**src/rtl/mem_access_pkg.sv**
```systemverilog
// rtl/mem_access_pkg.sv - shared size masks, state encoding and alignment helpers for the memory stage
package mem_access_pkg;

  localparam logic [3:0] MASK_BYTE = 4'b0001;
  localparam logic [3:0] MASK_HALF = 4'b0011;
  localparam logic [3:0] MASK_WORD = 4'b1111;

  typedef enum logic {
    ST_IDLE = 1'b0,
    ST_REQ  = 1'b1
  } state_t;

  typedef enum logic [1:0] {
    SZ_BYTE = 2'd0,
    SZ_HALF = 2'd1,
    SZ_WORD = 2'd2
  } size_t;

  // Any lane above the half lanes means word, any above byte means half.
  function automatic size_t mask_size(input logic [3:0] m);
    if ((m & MASK_WORD & ~MASK_HALF) != 4'd0) return SZ_WORD;
    if ((m & ~MASK_BYTE) != 4'd0) return SZ_HALF;
    return SZ_BYTE;
  endfunction

  function automatic logic misaligned(input logic [3:0] m, input logic [1:0] off);
    case (mask_size(m))
      SZ_WORD: return off != 2'b00;
      SZ_HALF: return off[0];
      default: return 1'b0;
    endcase
  endfunction

endpackage

```
**src/rtl/mem_lane_align.sv**
```systemverilog
// rtl/mem_lane_align.sv - byte-enable and store-lane replication, load shift and sign/zero extension
module mem_lane_align
  import mem_access_pkg::*;
(
  input  logic [3:0]  i_acc_mask,
  input  logic [1:0]  i_acc_off,
  input  logic [31:0] i_st_data,
  output logic [3:0]  o_be,
  output logic [31:0] o_wdata,
  input  logic [3:0]  i_ld_mask,
  input  logic [1:0]  i_ld_off,
  input  logic        i_ld_sext,
  input  logic [31:0] i_ld_rdata,
  output logic [31:0] o_ld_data
);

  logic [31:0] w_shifted;

  assign o_be = i_acc_mask << i_acc_off;

  always_comb begin
    o_wdata = i_st_data;
    case (mask_size(i_acc_mask))
      SZ_HALF: o_wdata = {2{i_st_data[15:0]}};
      SZ_BYTE: o_wdata = {4{i_st_data[7:0]}};
      default: o_wdata = i_st_data;
    endcase
  end

  assign w_shifted = i_ld_rdata >> {i_ld_off, 3'b000};

  always_comb begin
    o_ld_data = w_shifted;
    case (mask_size(i_ld_mask))
      SZ_BYTE: o_ld_data = {{24{i_ld_sext & w_shifted[7]}}, w_shifted[7:0]};
      SZ_HALF: o_ld_data = {{16{i_ld_sext & w_shifted[15]}}, w_shifted[15:0]};
      default: o_ld_data = w_shifted;
    endcase
  end

endmodule

```
**src/rtl/mem_access.sv**
```systemverilog
// rtl/mem_access.sv - RV32 memory stage: load/store over a req/ack data bus, ALU forwarding, stall and timeout
module mem_access
  import mem_access_pkg::*;
#(
  parameter int TIMEOUT_CYC = 64,
  parameter int CNT_W       = 7
) (
  input  logic        clk,
  input  logic        rst,
  input  logic        EX_x_rd_vld,
  input  logic [31:0] EX_x_rd,
  input  logic [4:0]  EX_rd_idx,
  input  logic [31:0] EX_MEMaddr,
  input  logic [3:0]  EX_MEMrden,
  input  logic        EX_MEMrden_SEXT,
  input  logic [3:0]  EX_MEMwren,
  input  logic [31:0] EX_MEMwrdata,
  output logic        dbus_req,
  output logic        dbus_we,
  output logic [31:0] dbus_addr,
  output logic [3:0]  dbus_be,
  output logic [31:0] dbus_wdata,
  input  logic        dbus_ack,
  input  logic [31:0] dbus_rdata,
  output logic        MEM_x_rd_vld,
  output logic [31:0] MEM_x_rd,
  output logic [4:0]  MEM_rd_idx,
  output logic        MEM_stall,
  output logic        MEM_misalign,
  output logic        MEM_bus_err
);

  state_t             r_state;
  logic [CNT_W-1:0]   r_cnt;
  logic               r_req;
  logic               r_we;
  logic [31:0]        r_addr;
  logic [3:0]         r_be;
  logic [31:0]        r_wdata;
  logic [4:0]         r_rd_idx;
  logic [3:0]         r_ld_mask;
  logic [1:0]         r_ld_off;
  logic               r_ld_sext;
  logic               r_x_rd_vld;
  logic [31:0]        r_x_rd;
  logic [4:0]         r_wb_idx;
  logic               r_misalign;
  logic               r_bus_err;

  logic               w_wr;
  logic               w_mem;
  logic [3:0]         w_mask;
  logic               w_misalign;
  logic [3:0]         w_be;
  logic [31:0]        w_wdata;
  logic [31:0]        w_ld_data;
  logic               w_timeout;

  // A write wins when both masks are set; the read mask is then ignored.
  assign w_wr       = EX_MEMwren != 4'd0;
  assign w_mem      = w_wr || (EX_MEMrden != 4'd0);
  assign w_mask     = w_wr ? EX_MEMwren : EX_MEMrden;
  assign w_misalign = misaligned(w_mask, EX_MEMaddr[1:0]);
  assign w_timeout  = r_cnt == CNT_W'(TIMEOUT_CYC - 1);

  mem_lane_align u_align (
    .i_acc_mask (w_mask),
    .i_acc_off  (EX_MEMaddr[1:0]),
    .i_st_data  (EX_MEMwrdata),
    .o_be       (w_be),
    .o_wdata    (w_wdata),
    .i_ld_mask  (r_ld_mask),
    .i_ld_off   (r_ld_off),
    .i_ld_sext  (r_ld_sext),
    .i_ld_rdata (dbus_rdata),
    .o_ld_data  (w_ld_data)
  );

  always_ff @(posedge clk) begin
    if (rst) begin
      r_state    <= ST_IDLE;
      r_cnt      <= '0;
      r_req      <= 1'b0;
      r_we       <= 1'b0;
      r_addr     <= '0;
      r_be       <= '0;
      r_wdata    <= '0;
      r_rd_idx   <= '0;
      r_ld_mask  <= '0;
      r_ld_off   <= '0;
      r_ld_sext  <= 1'b0;
      r_x_rd_vld <= 1'b0;
      r_x_rd     <= '0;
      r_wb_idx   <= '0;
      r_misalign <= 1'b0;
      r_bus_err  <= 1'b0;
    end else begin
      r_x_rd_vld <= 1'b0;
      r_misalign <= 1'b0;
      r_bus_err  <= 1'b0;
      case (r_state)
        ST_IDLE: begin
          if (w_mem) begin
            if (w_misalign) begin
              r_misalign <= 1'b1;
            end else begin
              r_state   <= ST_REQ;
              r_cnt     <= '0;
              r_req     <= 1'b1;
              r_we      <= w_wr;
              r_addr    <= {EX_MEMaddr[31:2], 2'b00};
              r_be      <= w_be;
              r_wdata   <= w_wdata;
              r_rd_idx  <= EX_rd_idx;
              r_ld_mask <= EX_MEMrden;
              r_ld_off  <= EX_MEMaddr[1:0];
              r_ld_sext <= EX_MEMrden_SEXT;
            end
          end else if (EX_x_rd_vld) begin
            r_x_rd_vld <= 1'b1;
            r_x_rd     <= EX_x_rd;
            r_wb_idx   <= EX_rd_idx;
          end
        end
        ST_REQ: begin
          // An ack in the last allowed cycle still completes the transfer.
          if (dbus_ack) begin
            r_state <= ST_IDLE;
            r_req   <= 1'b0;
            if (!r_we) begin
              r_x_rd_vld <= 1'b1;
              r_x_rd     <= w_ld_data;
              r_wb_idx   <= r_rd_idx;
            end
          end else if (w_timeout) begin
            r_state   <= ST_IDLE;
            r_req     <= 1'b0;
            r_bus_err <= 1'b1;
          end else begin
            r_cnt <= r_cnt + 1'b1;
          end
        end
        default: r_state <= ST_IDLE;
      endcase
    end
  end

  assign dbus_req     = r_req;
  assign dbus_we      = r_we;
  assign dbus_addr    = r_addr;
  assign dbus_be      = r_be;
  assign dbus_wdata   = r_wdata;
  assign MEM_x_rd_vld = r_x_rd_vld;
  assign MEM_x_rd     = r_x_rd;
  assign MEM_rd_idx   = r_wb_idx;
  assign MEM_stall    = r_state == ST_REQ;
  assign MEM_misalign = r_misalign;
  assign MEM_bus_err  = r_bus_err;

endmodule

```
**config.mk**
```make
export PLATFORM = sky130hd
export DESIGN_NAME = mem_access
export DESIGN_NICKNAME = d
export VERILOG_FILES = /design/src/rtl/mem_access_pkg.sv /design/src/rtl/mem_lane_align.sv /design/src/rtl/mem_access.sv
export SDC_FILE = /design/constraint.sdc
export NUM_CORES = 1
export LEC_CHECK = 0
export BUFFER_PORTS_ARGS = -buffer_cell sky130_fd_sc_hd__buf_2
export CELL_PAD_IN_SITES_DETAIL_PLACEMENT = 0
export CELL_PAD_IN_SITES_GLOBAL_PLACEMENT = 2
export CORE_UTILIZATION = 24
export CTS_BUF_LIST = sky130_fd_sc_hd__clkbuf_16
export DETAILED_ROUTE_END_ITERATION = 8
export PLACE_DENSITY_LB_ADDON = 0.2
export SYNTH_ARGS = -nofsm -noshare
export SYNTH_HDL_FRONTEND = slang
export SYNTH_SLANG_ARGS = --single-unit
```
**constraint.sdc**
```tcl
create_clock -name clk -period 1.9 [get_ports clk]
set_input_delay 0.57 -clock clk [delete_from_list [all_inputs] [get_ports clk]]
set_output_delay 0.57 -clock clk [all_outputs]
set_load 0.01 [all_outputs]
```
# == Yosys cells after proc, flatten, opt, wreduce, memory -nomap -nowiden ==
# Cells that the tools add are included.
# totals
mem_count,0
mem_bits_rw,0
input_bits,146
romBits,0
latch_bits,0
register_bits,128
# classes
add_sub_neg,1
bitwise_logic,5
mux,50
eq_ne,13
shift,2
mul,0
div_mod_pow,0
n_lt_le_gt_ge,0
n_reduce_logical,16
# ops
cell,count
one-hot mux 32 bit (2 select lines),3
2-to-1 mux 32 bit,4
>> shifter 32 x 5 -> 32 bit,1
2-to-1 mux 7 bit,4
nonzero test 4 bit,6
2-to-1 mux 1 bit,20
2-to-1 mux 5 bit,4
2-to-1 mux 2 bit,8
inequality test 2 bit (second input constant),8
one-hot mux 7 bit (2 select lines),1
one-hot mux 5 bit (2 select lines),1
one-hot mux 1 bit (2 select lines),4
AND reduction 4 bit,2
adder 7 x 1 -> 7 bit (second input constant),1
== test 7 x 6 -> 1 bit (second input constant),1
AND reduction 3 bit,2
OR reduction 3 bit,2
== test 2 x 1 -> 1 bit (second input constant),2
logical NOT 2 bit,2
2-to-1 mux 4 bit,1
<< shifter 4 x 2 -> 4 bit,1
inequality test 3 x 2 -> 1 bit (second input constant),1
inverter 1 bit,3
AND 1 bit,2
other kinds (3),3

# == Longest topological paths before layout ==
# depth
ltp_word,12
mapped_depth,8
depth_no_buf,6

# == Hierarchy ==
# From an unflattened synthesis, not the netlist that was laid out.
# hier_totals
hier_cells,770
hier_area_um2,7299.5
# modules_own_cells
mod,seq_area_each_um2,n_inst,cells_each,area_each_um2
mem_access,2562.5,1,586,5963.2
mem_lane_align,0.0,1,184,1336.3

# == Least setup slack after synthesis ==
# No wires, ideal clock.
# synth_timing
path_kind,in2reg
startpoint,input dbus_rdata[31]
endpoint,register r_x_rd[21] (netlist: MEM_x_rd[21])
setup_slack_ns,-0.096
t_arrival_ns,1.846
t_required_ns,1.750
path_stages,5
setup_ns,0.150
path_buffers,1
cell_sequence,mux4_2 mux2_4 a31oi_4 buf_12 a221oi_2
# synth_via
elab_chain_cells,6
word_cells_on_any_way,7
cone_classes,1 x shift; 4 x mux; 2 x bitwise
# synth_rtl
item,line_no,text
start: declaration,mem_access.sv:24,"input logic [31:0] dbus_rdata,"
>> shifter 32 x 5 -> 32 bit *,mem_lane_align.sv:30,"assign w_shifted = i_ld_rdata >> {i_ld_off, 3'b000};"
AND 1 bit (on tied branches),"mem_lane_align.sv:36, mem_lane_align.sv:35",
one-hot mux 32 bit (2 select lines) *,mem_lane_align.sv:34,case (mask_size(i_ld_mask))
2-to-1 mux 32 bit *,mem_access.sv:130,if (!r_we) begin
2-to-1 mux 32 bit *,mem_access.sv:127,if (dbus_ack) begin
one-hot mux 32 bit (2 select lines) *,mem_access.sv:101,case (r_state)
end signal: assignment,mem_access.sv:121,r_x_rd <= EX_x_rd;
end signal: assignment,mem_access.sv:132,r_x_rd <= w_ld_data;
end: declaration,mem_access.sv:45,logic [31:0] r_x_rd;
# Mark *: on every way between the ends. The rest lies on a longest branch, timed or not. The select of a mux whose other input is x is not followed.
# A chain may end at the register's enable or synchronous reset.

# == Worst setup path in the final report ==
# layout_timing
startpoint,register r_ld_off[1]
endpoint,register r_x_rd[18] (netlist: MEM_x_rd[18])
# layout_via
elab_chain_cells,6
word_cells_on_any_way,7
cone_classes,1 x shift; 4 x mux; 2 x bitwise
# layout_rtl
item,line_no,text
start: declaration,mem_access.sv:42,logic [1:0] r_ld_off;
start signal: assignment,mem_access.sv:116,r_ld_off <= EX_MEMaddr[1:0];
>> shifter 32 x 5 -> 32 bit *,mem_lane_align.sv:30,
AND 1 bit (on tied branches),"mem_lane_align.sv:36, mem_lane_align.sv:35",
one-hot mux 32 bit (2 select lines) *,mem_lane_align.sv:34,
2-to-1 mux 32 bit *,mem_access.sv:130,
2-to-1 mux 32 bit *,mem_access.sv:127,
one-hot mux 32 bit (2 select lines) *,mem_access.sv:101,
# Marked as above.

==> summary.md <==
| Metric | Value |
|---|---|
| Fill count | 2626 |
| Cells after DPL | between 1000 and 1500 |
| Non-filler cells, final | 1346 |
| CTS Buffer Depth | 2 |
| Post-synth top area cell | dfxtp_1 |
| Chip Width | 159.1 um |
| PD cells | 889.3 mW/mm2 |
| Syn Area/Cell | 8.273 um2 |
| Layout cell share with drive strength beyond 1 | 0.3845 |
| Clock Power Share | 0.444 |
| Die Footprint | 0.02531 mm2 |
| Relative max-transition margin | 0.6229 |
| WP data arrival | 2090 ps |
| Slew Viols, Final | 0 |
| Sw power | around 2.2 mW |
| Ys Warns | 0 |
| Fmax | 557.1 MHz |
| Final WS setup | ~110 ps |
| Worst Setup SP | r_ld_off[1] |
| Final instance area | 0.008762 mm2 |
| DR vias/cell | approximately 4.6 |
| GRT Overall Usage | 0.1706 |
| Switching portion of total power | 0.2874 |
| Setup WS pre-CTS | -324.2 ps |
| Post-DP HPWL | around 16 mm |
| Critical path's largest stage delay | 570 ps |
| Die Y | 159.1 um |
| Core area | between 0.02 and 0.025 mm2 |
| CP max-delay cell | mux4_2 |
| Status | finished clean |
| Post-Route WL | 21.54 mm |
| Power consumption | 7.792 mW |
| Post-detailed-route DRC marker count | 0 |
| Startpoint type of the worst setup path | flop |
| Clock slew at reported path FFs | 70 ps |
| Register share of total power | 0.374 |
| Final ANT Viol Nets | 0 |
| Logic pwr share | 0.182 |
| I/O pins | 257 |
| Clk_skew | 11.68 ps |
| Crit Path Class | reg -> reg |
| Vias post-DR | 6135 |
| Final min period | 1795 ps |
| Critical Path Sink | MEM_x_rd[18] |
| Initial antenna violation count | 1 |
| Synth cell types | 51 |
| DR pass1 iterations | 6 |
| Sink Count | 127 |
| Total CTS buffers | 17 |
| WL/cell | between 15 and 20 um |
| Endpoint type of the worst setup path | flop |
| Post-layout net count | 1156 |
| Worst Hold Class | in -> reg |
| Post-Syn Instances | 716 |
| Global route overflow | 0 |
| Setup Buffers After CTS | 0 |
| Post-synthesis register bit count | 127 |
| Area after DPL | about 0.0081 mm2 |
| H-tree levels | 4 |
| Static Leak | 3.798 nW |
| R2R depth | 5 |
| Std-Cell Rows | 57 |
| FF-to-FF setup slack | 110 ps |
| Worst R2R Start | r_ld_off[1] |
| CTS tree | built |
| Final hold slack | 377.6 ps |
| WP data required | 2200 ps |
| Pin count of the biggest net entering global routing | 46 |
| Drt first-iter violations | 213 |
| Hold Vio Cnt, Final | 0 |
| Clock Latency Late Sink | around 420 ps |
| First-pass GRT wire length | 33.71 mm |
| Synth area leaders | dfxtp_1 (43%), nand2_1 (11%), mux2i_1 (7.6%), a21oi_1 (5.7%), nor2_1 (3.7%) |
| CP Max Fanout | 16 |
| Worst slew pin tran | roughly 570 ps |
| Top-area cell type share of the netlist area | 0.4292 |
| Vias in the first global route | a little over 6000 |
| MaxCap Viol Count | 0 |
| PortBufs | ~250 |
| Antenna Cells | 0 |
| Final setup viols | 0 |
| Fin crit share | 0.9447 |
| Cts hold-fix bufs | 0 |
| Worst IR Drop VDD | 488.4 uV |
| RSZ-0062 raised after global routing | false |
| Crit Reg-Reg Endpoint | MEM_x_rd[18] |
| Synthesized area | 0.005923 mm2 |
| Worst-path cell chain | mux4_2 -> mux2_4 -> a31oi_4 -> buf_12 -> a221oi_1 |
| Sequential share of the synthesized area | 0.4292 |
| Initial cell density of the core | 0.2443 |
| GPL Wtd Cong | 0.7589 |
| Clock root buffer master | clkbuf_16 |
| Internal cell power | ~5.6 mW |
| Area Growth Syn to Fin | 47.93% |
==> power by group through the flow <==
stage / clock [mW] / combinational, mW / sequential [mW]
2_1_floorplan: 0 / 0.649 / 3.03
5_1_grt: 3.67 / 1.56 / 2.94
4_1_cts: 3.56 / 1.44 / 2.92
3_3_place_gp: 0 / 1.44 / 2.97
3_5_place_dp: 0 / 1.43 / 2.97
6_report: 3.46 / 1.42 / 2.91
==> cells in the mapped netlist (all sizes together) <==
master  number
mux2i       45
clkbuf      35
o311ai       1
and3b        1
a21oi       67
nand4b       1
dfxtp      127
a311o        1
nor3        16
a211o        8
o31ai        1
mux4         1
a31oi        3
nand3       13
buf         27
nand4        1
o31a         1
nand2b       2
nor2b        7
and3         1
conb         1
and2         1
nand2      166
nor4bb       1
o21ai       29
ha           1
o221ai       8
nor4         2
or3          1
inv         12
a311oi      16
nand3b       3
a221oi      16
nor4b        2
mux2         9
o22ai        2
xor2         2
o311a        1
a211oi      25
o221a        1
nor2        58
==> worst max-delay path: cells and delay by family, from the launching register on <==
kind	cells	cell delay [ps]
multiplexers	2	880
flip-flops	1	370
AO/OA/AOI/OAI	2	250
buffers and inverters	1	180
==> stage by stage <==
step / utilization / TNS [ps]
global placement: 0.3353 / -33310
CTS: 0.3605 / 0
detailed placement: 0.3353 / -33730
floorplan: - / -398.3
global route: 0.3614 / 0
finish: 0.3614 / 0
==> registers in the layout, indices dropped and copies added (netlist names) <==
signal,cells
MEM_misalign,1
MEM_stall,1
r_cnt,7
dbus_addr,30
dbus_we,1
r_ld_mask,3
dbus_wdata,32
MEM_x_rd_vld,1
MEM_rd_idx,5
r_rd_idx,5
r_ld_sext,1
dbus_be,4
dbus_req,1
MEM_bus_err,1
r_ld_off,2
MEM_x_rd,32
==> timing repair <==
item / in CTS / in global routing
setup endpoints to repair: 0 / 7
resized for setup: 0 / 3
hold endpoints to repair: 0 / 0
==> worst min-delay path by stage <==
stage / from / to / cells after the start / slack, ps
2_1_floorplan: r_rd_idx[0] / r_rd_idx[0] / 2 / 440
3_3_place_gp: dbus_addr[29] / dbus_addr[29] / 2 / 440
3_5_place_dp: dbus_wdata[27] / dbus_wdata[27] / 2 / 440
4_1_cts: EX_MEMaddr[15] / dbus_addr[15] / 3 / 350
5_1_grt: EX_MEMaddr[16] / dbus_addr[16] / 3 / 360
6_report: EX_MEMaddr[21] / dbus_addr[21] / 3 / 380
==> cells by family after synthesis <==
family	after synthesis	share of synthesized area
other	1	0.0006331
AND/OR/NAND/NOR	276	0.1948
flip-flops	127	0.4292
multiplexers	55	0.09759
XOR/XNOR	2	0.002958
adder cells (fa/ha/maj)	1	0.002112
buffers and inverters	74	0.05703
AO/OA/AOI/OAI	180	0.2157
==> per-layer routing <==
layer | vias up | global-route usage | part of all wire
met3 | 20 | 0.06356 | 0.080
li1 | 3107 | - | -
met1 | 2821 | 0.2123 | 0.45
met2 | 185 | 0.2761 | 0.46
met5 | - | 0 | 0.00056
met4 | 2 | 0.04545 | 0.010
==> cell usage in the layout, fill, tap and decap left out, drive strengths merged, types with 3 or more instances in the layout <==
cell type / instances
clkinvlp: 4
mux2: 9
nor3: 16
inv: 18
clkbuf: 17
nand3: 13
nand3b: 3
o21ai: 29
dfxtp: 127
nor2: 58
nor2b: 7
bufinv: 3
mux2i: 45
a221oi: 16
o221ai: 8
a311oi: 16
buf: 335
a31oi: 3
a21oi: 67
a211oi: 25
nand2: 166
a211o: 8
==> layout make-up <==
type | instances | area, um2 | share of cell area
multi-input cells | 516 | 3072 | 0.3506
flip-flops and latches | 127 | 2544 | 0.2903
repair buffers | 335 | 2086 | 0.2380
clock buffers | 17 | 425.4 | 0.04855
well taps | 324 | 405.4 | 0.04627
clock inverters | 15 | 185.2 | 0.02113
inverters | 12 | 45.04 | 0.005141
Power figures use the tool's default switching activity.
